## src/rtl/res_arbiter.sv

```systemverilog
// Round-robin arbiter granting a shared resource to one of NUM_REQ requesters for a burst of req_len+1 beats.
// Latency: one cycle from req to gnt; done is a pulse on the cycle after the final beat is accepted.
// Backpressure: beat_ready=0 holds the burst count and the grant; req and req_len are ignored while a burst is owned.
//
// Ports:
//   clk, rst          rising-edge clock, synchronous active-high reset
//   req, req_len      per-requester request level and burst length minus 1 (LEN_W bits per requester)
//   gnt, gnt_id, busy registered one-hot grant, its binary index, resource-owned flag
//   beat_ready        resource accepts one beat this cycle
//   beat_last         current beat is the final one of the burst
//   done              one-cycle pulse after the final beat is accepted
module res_arbiter #(
    parameter int NUM_REQ = 4,
    parameter int LEN_W   = 4
) (
    input  logic                       clk,
    input  logic                       rst,
    input  logic [NUM_REQ-1:0]         req,
    input  logic [NUM_REQ*LEN_W-1:0]   req_len,
    output logic [NUM_REQ-1:0]         gnt,
    output logic [$clog2(NUM_REQ)-1:0] gnt_id,
    output logic                       busy,
    input  logic                       beat_ready,
    output logic                       beat_last,
    output logic                       done
);

    localparam int ID_W = $clog2(NUM_REQ);

    localparam logic [0:0] IDLE = 1'b0;
    localparam logic [0:0] OWN  = 1'b1;

    logic [0:0]         state_q,   state_d;
    logic [NUM_REQ-1:0] gnt_q,     gnt_d;
    logic [ID_W-1:0]    gnt_id_q,  gnt_id_d;
    logic [LEN_W-1:0]   count_q,   count_d;
    logic [ID_W-1:0]    last_id_q, last_id_d;
    logic               done_q,    done_d;

    logic [ID_W-1:0]    winner;
    logic               winner_found;
    logic [ID_W-1:0]    cand;
    logic [LEN_W-1:0]   winner_len;

    // Round-robin pick: scan from the requester after the last winner, wrapping,
    // so the last winner itself is considered last.
    always_comb begin
        winner       = '0;
        winner_found = 1'b0;
        cand         = '0;
        for (int k = 1; k <= NUM_REQ; k++) begin
            cand = ID_W'((int'(last_id_q) + k) % NUM_REQ);
            if (!winner_found && req[cand]) begin
                winner_found = 1'b1;
                winner       = cand;
            end
        end
    end

    assign winner_len = req_len[winner*LEN_W +: LEN_W];

    // count holds beats remaining minus 1, so the burst ends when a beat is
    // accepted at count==0; a full-scale length never needs to wrap.
    always_comb begin
        state_d   = state_q;
        gnt_d     = gnt_q;
        gnt_id_d  = gnt_id_q;
        count_d   = count_q;
        last_id_d = last_id_q;
        done_d    = 1'b0;
        case (state_q)
            IDLE: begin
                if (winner_found) begin
                    state_d         = OWN;
                    gnt_d           = '0;
                    gnt_d[winner]   = 1'b1;
                    gnt_id_d        = winner;
                    count_d         = winner_len;
                    last_id_d       = winner;
                end
            end
            default: begin
                if (beat_ready) begin
                    if (count_q == '0) begin
                        state_d = IDLE;
                        gnt_d   = '0;
                        done_d  = 1'b1;
                    end else begin
                        count_d = count_q - 1'b1;
                    end
                end
            end
        endcase
    end

    always_ff @(posedge clk) begin
        if (rst) begin
            state_q   <= IDLE;
            gnt_q     <= '0;
            gnt_id_q  <= '0;
            count_q   <= '0;
            last_id_q <= ID_W'(NUM_REQ - 1);
            done_q    <= 1'b0;
        end else begin
            state_q   <= state_d;
            gnt_q     <= gnt_d;
            gnt_id_q  <= gnt_id_d;
            count_q   <= count_d;
            last_id_q <= last_id_d;
            done_q    <= done_d;
        end
    end

    assign gnt    = gnt_q;
    assign gnt_id = gnt_id_q;
    assign busy   = (state_q == OWN);
    assign done   = done_q;
    // Masked by rst so a burst being aborted never advertises a final beat.
    assign beat_last = busy & (count_q == '0) & ~rst;

endmodule

```

## config.mk

```make
export PLATFORM = sky130hd
export DESIGN_NAME = res_arbiter
export DESIGN_NICKNAME = d
export VERILOG_FILES = /design/src/rtl/res_arbiter.sv
export SDC_FILE = /design/constraint.sdc
export NUM_CORES = 1
export LEC_CHECK = 0
export BUFFER_PORTS_ARGS = -buffer_cell sky130_fd_sc_hd__buf_2
export CORE_AREA = 2 2 49 51
export DETAILED_ROUTE_END_ITERATION = 10
export DIE_AREA = 0 0 51 53
export PLACE_DENSITY = 0.62
export SLEW_MARGIN = 20
export SYNTH_ARGS = -nofsm -noshare
export SYNTH_HDL_FRONTEND = slang
export SYNTH_SLANG_ARGS = --single-unit
export TNS_END_PERCENT = 50
```

## constraint.sdc

```tcl
create_clock -name clk -period 2.5 [get_ports clk]
set_clock_uncertainty 0.2 [all_clocks]
set_input_delay 0.5 -clock clk [delete_from_list [all_inputs] [get_ports clk]]
set_output_delay 0.5 -clock clk [all_outputs]
set_load 0.05 [all_outputs]
```

==> flow_summary_export.csv <==
group,metric,value,unit
placement,gp_congestion,0.745,
floorplanning,dieWidth,51,um
logic_synthesis,syn_inst,96,
placement,placed_area,0.00101,sq mm
sta,finalCritPeriodShare,0.926,
flow_run,max-cap-violations,0,
floorplanning,die_h,53,um
worst_hold_path,holdPathStages,2,
worst_hold_path,hold_start,"gnt[0]",
sta,slew_viol_final,0,
critical_path,worst_setup_path_start_kind,"flop",
route,ant_nets,0,
cells_and_area,diodes,0,
grt,overflow,0,
clocking,postCtsHoldBufs,0,
floorplanning,core.rowCount,17,
grt,grt_pass1_wl,3080,um
pwr,leakage,0.475,nW
critical_path,critical_path_arrival,1620,ps
critical_path,reg2reg_to,"count_q[3]",
clocking,post_cts_buffers,0,
cells_and_area,layout-drive-gt1-share,0.349,
placement,port_buffers,31,
floorplanning,start_util,0.388,
cells_and_area,fillCellCount,215,
route,drc,0,
clocking,clk_pin_slew,90,ps
route,post_drt_via_cell_ratio,5.26,
logic_synthesis,ys_seq_area_frac,0.336,
sta,max_freq,0.432,GHz
floorplanning,io_pins,32,
route,dr.pass1.iters,4,
sta,period_needed,2320,ps
clocking,cts_tree,"done",
worst_hold_path,holdPathEnd,"gnt[0]",
cells_and_area,final_core_util,0.491,
sta,setup_viol,0,
clocking,cts-root-buf,"clkbuf_4",
critical_path,cp-end-kind,"output pin",
route,vias,826,
cells_and_area,fin_nets,155,
sta,hold_slack,250,ps
logic_synthesis,synth_area,835,sq um
sta,timing.final.ws_setup,184,ps
grt,track_usage,0.148,
floorplanning,coreArea,0.00215,sq mm
clocking,cts_made_buffers,3,
clocking,htreeDepth,1,
logic_synthesis,yosysWarnings,0,
route,drt-wirelength-per-cell,11.1,um
cells_and_area,final_common_cell,"buf_2",
critical_path,cp.required,1800,ps
clocking,clk_latency,280,ps
cells_and_area,fin_area,0.00105,sq mm
pwr,ir_worst_vdd,0.296,mV
logic_synthesis,synthDistinctLibCells,36,
cells_and_area,areaGrowthSynthToFinish,26.4,%
sta,final-hold-violation-count,0,
sta,tightest_slew,507,ps
logic_synthesis,ys_ff_latch,14,
clocking,cts_resized,0,
cells_and_area,final_cell_mix,"buf_2 (31), nor2_1 (15), dfxtp_1 (14)",
cells_and_area,multiInputGateArea,529,sq um
grt,grt_antenna_before_repair,0,
logic_synthesis,synthesis.nets,121,
critical_path,ff2ff_setup_slack,570,ps
pwr,p_per_area,709,mW/mm^2
critical_path,r2r_start,"count_q[0]",
floorplanning,die_area,0.00270,sq mm
route,drt-initial-drc-count,10,
grt,grt_pass1_vias,760,
placement,dp_slack,356,ps
run_status,status,"finished, final reports clean",
critical_path,rr_worst_depth,7,
critical_path,path_max_fanout,5,
logic_synthesis,postSynthAreaPerCell,8.69,sq um
sta,finalSetupTns,0,ps
worst_hold_path,hold_class,"flop to flop",
critical_path,crit_type,"flop to output pin",
cells_and_area,seq_area,280,sq um
placement,dpl.hpwl,1350,um
clocking,cts_sinks,14,
route,routed_wirelength,1740,um
grt,grt_max_degree,16,
sta,slew_headroom,0.662,
clocking,cts.path.max_buffers,2,
layer usage:
metal	vias up	part of all wire	wire, um	GRT usage
li1	410	-	-	-
met2	30	0.49	857	0.258
met3	2	0.049	85	0.0311
met1	384	0.45	777	0.173
met5	-	0	0	0
met4	0	0.010	18	0.0721
flip-flops by register name, indices dropped and copies added, names as in the netlist:
name	count
done	1
count_q	4
gnt	4
gnt_id	2
busy	1
last_id_q	2
Yosys cell counts:
| cell type | count | area (sq um) |
|---|---|---|
| a211o_1 | 1 | 8.76 |
| a21oi_1 | 6 | 30.0 |
| a22oi_1 | 2 | 15.0 |
| a2bb2oi_1 | 1 | 8.76 |
| a311o_1 | 1 | 10.0 |
| and2_1 | 2 | 12.5 |
| and2_4 | 1 | 8.76 |
| buf_2 | 1 | 5.00 |
| buf_6 | 1 | 11.3 |
| clkbuf_1 | 1 | 3.75 |
| dfxtp_1 | 14 | 280 |
| ha_1 | 2 | 25.0 |
| inv_1 | 3 | 11.3 |
| mux2_2 | 4 | 45.0 |
| mux2i_1 | 8 | 80.1 |
| nand2_1 | 5 | 18.8 |
| nand2b_1 | 3 | 18.8 |
| nand3_1 | 1 | 5.00 |
| nor2_1 | 15 | 56.3 |
| nor2b_1 | 4 | 25.0 |
| nor3_1 | 1 | 5.00 |
| nor3b_2 | 1 | 12.5 |
| nor4_2 | 1 | 12.5 |
| nor4b_1 | 1 | 8.76 |
| o21a_1 | 1 | 7.51 |
| o21ai_0 | 1 | 5.00 |
| o21ai_1 | 3 | 15.0 |
| o21bai_1 | 1 | 7.51 |
| o22ai_1 | 3 | 18.8 |
| o311a_1 | 1 | 10.0 |
| o311ai_2 | 1 | 16.3 |
| o32ai_1 | 1 | 8.76 |
| or2_1 | 1 | 6.26 |
| or2_2 | 1 | 6.26 |
| or3_1 | 1 | 6.26 |
| or3b_1 | 1 | 8.76 |
worst max path at each step:
stage                     slack, ps    endpoint  depth (start not counted)       start
final                           180   beat_last                          6  count_q[0]
after global routing            -10   beat_last                          6  count_q[0]
after CTS                       160   beat_last                          6  count_q[0]
after detailed placement        360  count_q[3]                          6      req[1]
after global placement          380  count_q[3]                          6      req[3]
after floorplan                 180   beat_last                          3        busy
worst max-delay path, cell delays in order, from the launching register on:
cell and delay, ps:
dfxtp_1 340, inv_1 90, ha_1 160, nor3b_4 250, nand2_1 110, nor2_1 120
buf_2 270
layout make-up:
type,instances,area share
inverter,3,0.0107
timing repair buffer,32,0.154
multi-input combinational,76,0.502
tap,28,0.0332
clock buffer,4,0.0344
sequential,14,0.266
cells by family after synthesis:
| kind of cell | count (synthesis) | share of synthesized area |
|---|---|---|
| fa+ha+maj | 2 | 0.0300 |
| buf+inv | 6 | 0.0375 |
| flops | 14 | 0.336 |
| compound gates | 23 | 0.193 |
| mux | 12 | 0.150 |
| simple gates | 39 | 0.253 |
power by group:
group	switching (mW)	internal (mW)	leakage, nW
sequential	0.0307	0.257	0.116
clock	0.0757	0.0885	0.0210
combinational	0.167	0.129	0.338
stage by stage:
step / std cells / power (mW)
after floorplan: 96 / 0.513
after global placement: 153 / 0.574
after detailed placement: 153 / 0.578
after CTS: 157 / 0.745
after global routing: 157 / 0.811
final: 157 / 0.748
Power figures use the tool's default switching activity.
